## src/rtl/debounce_sync.sv

```systemverilog
// Input conditioner: synchronises a raw async bit, filters bounces,
// and emits a clean registered level with one-cycle rise/fall pulses.
module debounce_sync #(
  parameter int   SYNC_STAGES     = 2,
  parameter int   DEBOUNCE_CYCLES = 4,
  parameter logic RESET_VAL       = 1'b0
) (
  input  logic clk,
  input  logic rst,
  input  logic din,
  output logic dout,
  output logic rise,
  output logic fall
);

  // Clamped copies keep widths legal long enough for the checks below to fire.
  localparam int NS = (SYNC_STAGES < 2) ? 2 : SYNC_STAGES;
  localparam int CW = (DEBOUNCE_CYCLES < 1) ? 1
                    : $clog2(DEBOUNCE_CYCLES + 1);
  localparam logic [CW-1:0] CNT_LAST = CW'(
    (DEBOUNCE_CYCLES < 1) ? 0 : DEBOUNCE_CYCLES - 1);

  if (SYNC_STAGES < 2) begin : g_bad_sync
    $error("debounce_sync: SYNC_STAGES must be >= 2");
  end
  if (DEBOUNCE_CYCLES < 1) begin : g_bad_deb
    $error("debounce_sync: DEBOUNCE_CYCLES must be >= 1");
  end

  logic [NS-1:0] sync_q;
  logic          sync_out;
  logic [CW-1:0] cnt;
  logic [CW-1:0] cnt_nxt;
  logic          dout_nxt;
  logic          rise_nxt;
  logic          fall_nxt;

  assign sync_out = sync_q[NS-1];

  // Plain flop chain; only stage 0 may go metastable.
  always_ff @(posedge clk or posedge rst) begin
    if (rst) begin
      sync_q <= {NS{RESET_VAL}};
    end else begin
      sync_q <= {sync_q[NS-2:0], din};
    end
  end

  // Count consecutive cycles of disagreement; accept on the last one.
  always_comb begin
    cnt_nxt  = '0;
    dout_nxt = dout;
    rise_nxt = 1'b0;
    fall_nxt = 1'b0;
    if (sync_out != dout) begin
      if (cnt == CNT_LAST) begin
        dout_nxt = sync_out;
        rise_nxt = sync_out;
        fall_nxt = ~sync_out;
      end else begin
        cnt_nxt = cnt + 1'b1;
      end
    end
  end

  // Output and counter registers.
  always_ff @(posedge clk or posedge rst) begin
    if (rst) begin
      cnt  <= '0;
      dout <= RESET_VAL;
      rise <= 1'b0;
      fall <= 1'b0;
    end else begin
      cnt  <= cnt_nxt;
      dout <= dout_nxt;
      rise <= rise_nxt;
      fall <= fall_nxt;
    end
  end

endmodule

```

## config.mk

```make
export PLATFORM = sky130hd
export DESIGN_NAME = debounce_sync
export DESIGN_NICKNAME = d
export VERILOG_FILES = /design/src/rtl/debounce_sync.sv
export SDC_FILE = /design/constraint.sdc
export NUM_CORES = 1
export LEC_CHECK = 0
export ABC_CLOCK_PERIOD_IN_PS = 3000
export CORE_AREA = 3 3 40 42
export CTS_BUF_LIST = sky130_fd_sc_hd__clkbuf_4
export DETAILED_ROUTE_END_ITERATION = 7
export DIE_AREA = 0 0 43 45
export MAX_ROUTING_LAYER = met4
export RECOVER_POWER = 100
export SLEW_MARGIN = 5
export SYNTH_ARGS = -nofsm -noshare
export SYNTH_HDL_FRONTEND = slang
export SYNTH_SLANG_ARGS = --single-unit
```

## constraint.sdc

```tcl
create_clock -name clk -period 3 [get_ports clk]
set_input_delay 0.75 -clock clk [delete_from_list [all_inputs] [get_ports clk]]
set_output_delay 0.75 -clock clk [all_outputs]
set_load 0.01 [all_outputs]
```

==> flow_metrics.py, run 1 <==
metrics = {
    "run_status": {
        "outcome": "complete, no violations",
    },
    "sta": {
        "fin_tns_setup_ns": 0,
        "setup_violations": 0,
        "rsz0062_at_grt": "false",
        "whs_ns": 0.347,
        "max_slew_margin_pct": 80.7,
        "finalHoldViolCount": 0,
        "fmax_mhz": 490,
        "layout_worst_path_cycle_share_pct": 68.0,
        "drv_slew": 0,
        "tightest_slew_ns": 0.290,
        "min_period_ns": 2.04,
        "finClkSkew_ns": 0.00224,
    },
    "floorplanning": {
        "num_rows": 13,
        "core_sq_mm": 0.00128,
        "fp.dieH_microns": 45,
        "ios": 6,
        "initial_core_util_pct": 22.5,
        "die_w_microns": 43,
        "dieArea_sq_mm": 0.00194,
    },
    "logic_synthesis": {
        "syn_avg_cell_area_sq_um": 16.1,
        "yosysSeqAreaShare_pct": 69.3,
        "ys_ff_latch": 8,
        "ys_types": 8,
        "syn-instance-count": 18,
        "synth_nets": 22,
        "synth_warnings": 0,
        "syn_area_sq_um": 289,
    },
    "power": {
        "leakagePower_nw": 0.177,
        "power_w": 0.000289,
        "p_per_area_mw_per_mm2": 776,
        "peakVddDrop_mv": 0.302,
    },
    "setup_path": {
        "max_stage_delay_ns": 0.62,
        "rr_endpoint": "dout",
        "reg2reg_depth": 3,
        "end_kind": "output pin",
        "path_class": "flop to output pin",
        "crit_chain": "dlygate4sd3_1",
        "r2r-start": "cnt[0]",
        "crit_fanout": 5,
        "r2r_setup_slack_ns": 1.78,
        "critical_path_required_ns": 2.25,
        "cp-start-kind": "flop",
        "cp.arrival_ns": 1.29,
        "cp_slowest_cell": "dlygate4sd3_1",
        "crit_family": "buffers and inverters",
        "crit_cells": 1,
        "crit_buf_inv": 1,
    },
    "routing": {
        "dr_total_vias": 161,
        "firstDrtPassIters": 4,
        "wl_per_cell_microns": 9.49,
        "wl_microns": 389,
        "route.detailed.drc": 0,
        "drt_iter0_drc": 1,
        "via_per_inst": 3.93,
        "drt.antenna.violating_nets": 0,
    },
    "global_routing": {
        "grtUsageTotal_pct": 5.64,
        "grt_max_degree": 9,
        "grt_pass1_vias": 175,
        "grt_pass1_wl_microns": 696,
        "grt_antenna_before_repair": 0,
        "grt_busiest_layer": "met4",
        "met1_usage_pct": 5.99,
        "grt_overflow": 0,
        "met2_usage_pct": 6.89,
        "grtUsageMet3_pct": 2.39,
    },
    "final_layout": {
        "area_growth_pct": 29.0,
        "nFillCells": 128,
        "final_util_pct": 29.0,
        "drive_above_1_share_pct": 15.4,
        "num_antenna_cells": 0,
        "layout.nets": 32,
        "seq_area_sq_um": 200,
        "multi_input_area_sq_um": 77.6,
    },
    "clock_network": {
        "cts_hold_buf": 0,
        "cts_setup_buffers": 0,
        "cts_tree": "yes",
        "cts.path.max_buffers": 2,
        "cts.sinks": 8,
        "insertion_delay_ns": 0.25,
        "ctsRootBufferMaster": "clkbuf_4",
        "htree_levels": 1,
        "clkTransAtPathRegs_ns": 0.05,
        "post_cts_resized": 0,
        "cts_buffers": 3,
    },
    "placement": {
        "io_buffer_count": 5,
        "dpl.hpwl_microns": 299,
        "gp_congestion": 0.705,
    },
    "worst_hold_path": {
        "min-delay-start": "sync_q[0]",
        "hold_class": "flop to flop",
        "whs_endpoint": "sync_q[1]",
        "min_path_cells": 0,
    },
    "flow_run": {
        "maxCapViolCount": 0,
    },
}
## metal layers
metal,share of wire (%),up-vias
met5,0,-
met4,5.4,0
met3,10,3
met2,39,9
met1,46,73
li1,-,76
## synthesized netlist by cell type
library cell	n	area [sq um]
xnor2_1	1	8.76
ha_1	1	12.5
inv_1	1	3.75
mux2_2	1	11.3
and3b_1	1	8.76
nand2b_4	1	13.8
nor3b_1	4	30.0
dfrtp_1	8	200
## worst max-delay path by stage
stage | startpoint | to
after floorplan | dout | dout
after global placement | dout | dout
after detailed placement | dout | dout
after CTS | dout | dout
after global routing | dout | dout
final | dout | dout
## layout make-up
type | count | area share (%)
Clock buffer | 3 | 6.04
Multi-Input combinational cell | 9 | 20.8
Tap cell | 15 | 5.03
Sequential cell | 8 | 53.7
Timing Repair Buffer | 5 | 13.4
Inverter | 1 | 1.01
## where the power goes
group / total, W / internal [W] / switching [W]
Clock: 0.0000813 / 0.0000457 / 0.0000356
Combinational: 0.0000652 / 0.0000381 / 0.0000271
Sequential: 0.000143 / 0.000129 / 0.0000141
Total: 0.000289 / 0.000212 / 0.0000769
## flip-flops by register name, summed over array words and instances, names as in the netlist
register and count:
cnt 3, sync_q 2, dout 1, fall 1, rise 1
## cells in the final DEF, fill, tap and decap left out
cell type,n
dfrtp_1,8
clkbuf_4,3
nand2b_1,1
ha_1,1
inv_1,1
dlygate4sd3_1,5
xnor2_1,1
and3b_1,1
nor3b_1,4
mux2_2,1
## logic make-up after synthesis
kind of cell / synth area share [%]
mux: 3.90
fa+ha+maj: 4.33
buf+inv: 1.30
xor+xnor: 3.03
simple gates: 18.2
flops: 69.3
## through the flow
step | std cells | worst slack, ns | instance area [sq um]
2_1_floorplan | 18 | 1.84 | 289
3_3_place_gp | 38 | 1.31 | 358
5_1_grt | 41 | 0.905 | 373
6_report | 41 | 0.960 | 373
4_1_cts | 41 | 1.01 | 380
3_5_place_dp | 38 | 1.30 | 358
Note: power is estimated with default switching activity, not from simulation.
==> run 2: changes to the inputs <==
--- a/config.mk
+++ b/config.mk
@@ -5,7 +5,7 @@
 export SDC_FILE = /design/constraint.sdc
 export NUM_CORES = 1
 export LEC_CHECK = 0
-export ABC_CLOCK_PERIOD_IN_PS = 3000
+export ABC_CLOCK_PERIOD_IN_PS = 1650
 export CORE_AREA = 3 3 40 42
 export CTS_BUF_LIST = sky130_fd_sc_hd__clkbuf_4
 export DETAILED_ROUTE_END_ITERATION = 7
==> constraint.sdc (replaced) <==
create_clock -name clk -period 1.65 [get_ports clk]
set_input_delay 0.4125 -clock clk [delete_from_list [all_inputs] [get_ports clk]]
set_output_delay 0.4125 -clock clk [all_outputs]
set_load 0.01 [all_outputs]
==> run 2 against run 1 <==
Compared with the run above: final area shrank 0.34%; critical path depth stayed put; setup slack got worse by 0.83 ns; largest cell class unchanged.
==> flow_metrics.py, run 2 (synthesis gave the netlist of run 1 again) <==
metrics = {
    "power": {
        "peakVddDrop_mv": 0.532,
        "power_w": 0.000523,
        "p_per_area_mw_per_mm2": 1410,
        "leakagePower_nw": 0.172,
    },
    "placement": {
        "dpl.hpwl_microns": 299,
        "placed_cell_area_sq_um": 358,
        "io_buffer_count": 5,
        "gp_congestion": 0.705,
    },
    "clock_network": {
        "cts_buffers": 3,
        "cts_hold_buf": 0,
        "cts_tree": "yes",
        "cts.sinks": 8,
        "htree_levels": 1,
        "post_cts_resized": 1,
        "insertion_delay_ns": 0.25,
        "clkTransAtPathRegs_ns": 0.05,
        "ctsRootBufferMaster": "clkbuf_4",
        "cts.path.max_buffers": 2,
        "cts_setup_buffers": 0,
    },
    "global_routing": {
        "grt_max_degree": 9,
        "grt_pass1_vias": 175,
        "grt_antenna_before_repair": 0,
        "grtUsageTotal_pct": 5.64,
        "grt_overflow": 0,
        "grt_pass1_wl_microns": 696,
    },
    "setup_path": {
        "crit_buf_inv": 1,
        "end_kind": "output pin",
        "cp.arrival_ns": 1.11,
        "crit_fanout": 1,
        "cp_slowest_cell": "clkdlybuf4s50_1",
        "path_class": "flop to output pin",
        "crit_family": "buffers and inverters",
        "crit_chain": "clkdlybuf4s50_1",
        "cp-start-kind": "flop",
        "critical_path_required_ns": 1.24,
        "max_stage_delay_ns": 0.53,
    },
    "floorplanning": {
        "dieArea_sq_mm": 0.00194,
        "ios": 6,
        "fp.dieH_microns": 45,
        "initial_core_util_pct": 22.5,
        "core_sq_mm": 0.00128,
        "num_rows": 13,
        "die_w_microns": 43,
    },
    "sta": {
        "layout_worst_path_cycle_share_pct": 92.0,
        "tightest_slew_ns": 0.290,
        "fin_tns_setup_ns": 0,
        "drv_slew": 0,
        "min_period_ns": 1.52,
        "finalHoldViolCount": 0,
        "setup_violations": 0,
        "fmax_mhz": 659,
        "max_slew_margin_pct": 80.7,
        "rsz0062_at_grt": "false",
        "finClkSkew_ns": 0.00224,
    },
    "routing": {
        "dr_total_vias": 161,
        "drt.antenna.violating_nets": 0,
        "via_per_inst": 3.93,
        "firstDrtPassIters": 4,
        "route.detailed.drc": 0,
        "wl_microns": 390,
        "wl_per_cell_microns": 9.51,
        "drt_iter0_drc": 1,
    },
    "final_layout": {
        "largest_register": "cnt",
        "final_area_sq_um": 372,
        "top_regs": "cnt: 3 flops, sync_q: 2 flops",
        "final_cell_mix": "dfrtp_1 (8), nor3b_1 (4), clkbuf_4 (3)",
        "drive_above_1_share_pct": 15.4,
        "layout.nets": 32,
        "final_common_cell": "dfrtp_1",
        "largest_register_ffs": 3,
        "area_growth_pct": 28.6,
        "num_antenna_cells": 0,
    },
    "flow_run": {
        "maxCapViolCount": 0,
    },
    "run_status": {
        "outcome": "complete, no violations",
    },
    "worst_hold_path": {
        "hold_class": "flop to flop",
    },
}
-- run 2: final timing paths --
kind	startpoint	end	slack [ns]	cells after the start
setup / recovery	rise	rise	0.13	1
hold / removal	sync_q[0]	sync_q[1]	0.35	0
setup reg to reg	cnt[0]	dout	0.43	3
hold reg to reg	sync_q[0]	sync_q[1]	0.35	0
max in group asynchronous	rst	fall	0.90	2
min in group asynchronous	rst	rise	0.53	2
-- run 2: area by class of cell --
| class | count | area [sq um] |
|---|---|---|
| clock buffer | 3 | 22.5 |
| tap | 15 | 18.8 |
| timing repair buffer | 5 | 48.8 |
| multi-input combinational | 9 | 77.6 |
| fill | 129 | 913 |
| inverter | 1 | 3.75 |
| sequential | 8 | 200 |
-- run 2: report_power, final --
| part | switching (W) | internal (W) | total, W | leakage (nW) |
|---|---|---|---|---|
| Sequential | 0.0000259 | 0.000234 | 0.000260 | 0.103 |
| Combinational | 0.0000492 | 0.0000662 | 0.000115 | 0.0548 |
| Clock | 0.0000648 | 0.0000831 | 0.000148 | 0.0138 |
-- run 2: routing by layer --
layer | track usage [%] | wire [microns]
met1 | 5.99 | 178
met3 | 2.39 | 39
met4 | 7.23 | 21
met5 | - | 0
met2 | 6.89 | 150
-- run 2: stage by stage --
step | util (%) | hold slack (ns) | std cells | setup WS (ns)
2_1_floorplan | - | 0.228 | 18 | 0.534
3_3_place_gp | 27.8 | 0.338 | 38 | 0.299
3_5_place_dp | 27.8 | 0.337 | 38 | 0.290
4_1_cts | 29.5 | 0.348 | 41 | 0.118
5_1_grt | 28.9 | 0.356 | 41 | 0.0849
6_report | 28.9 | 0.347 | 41 | 0.132
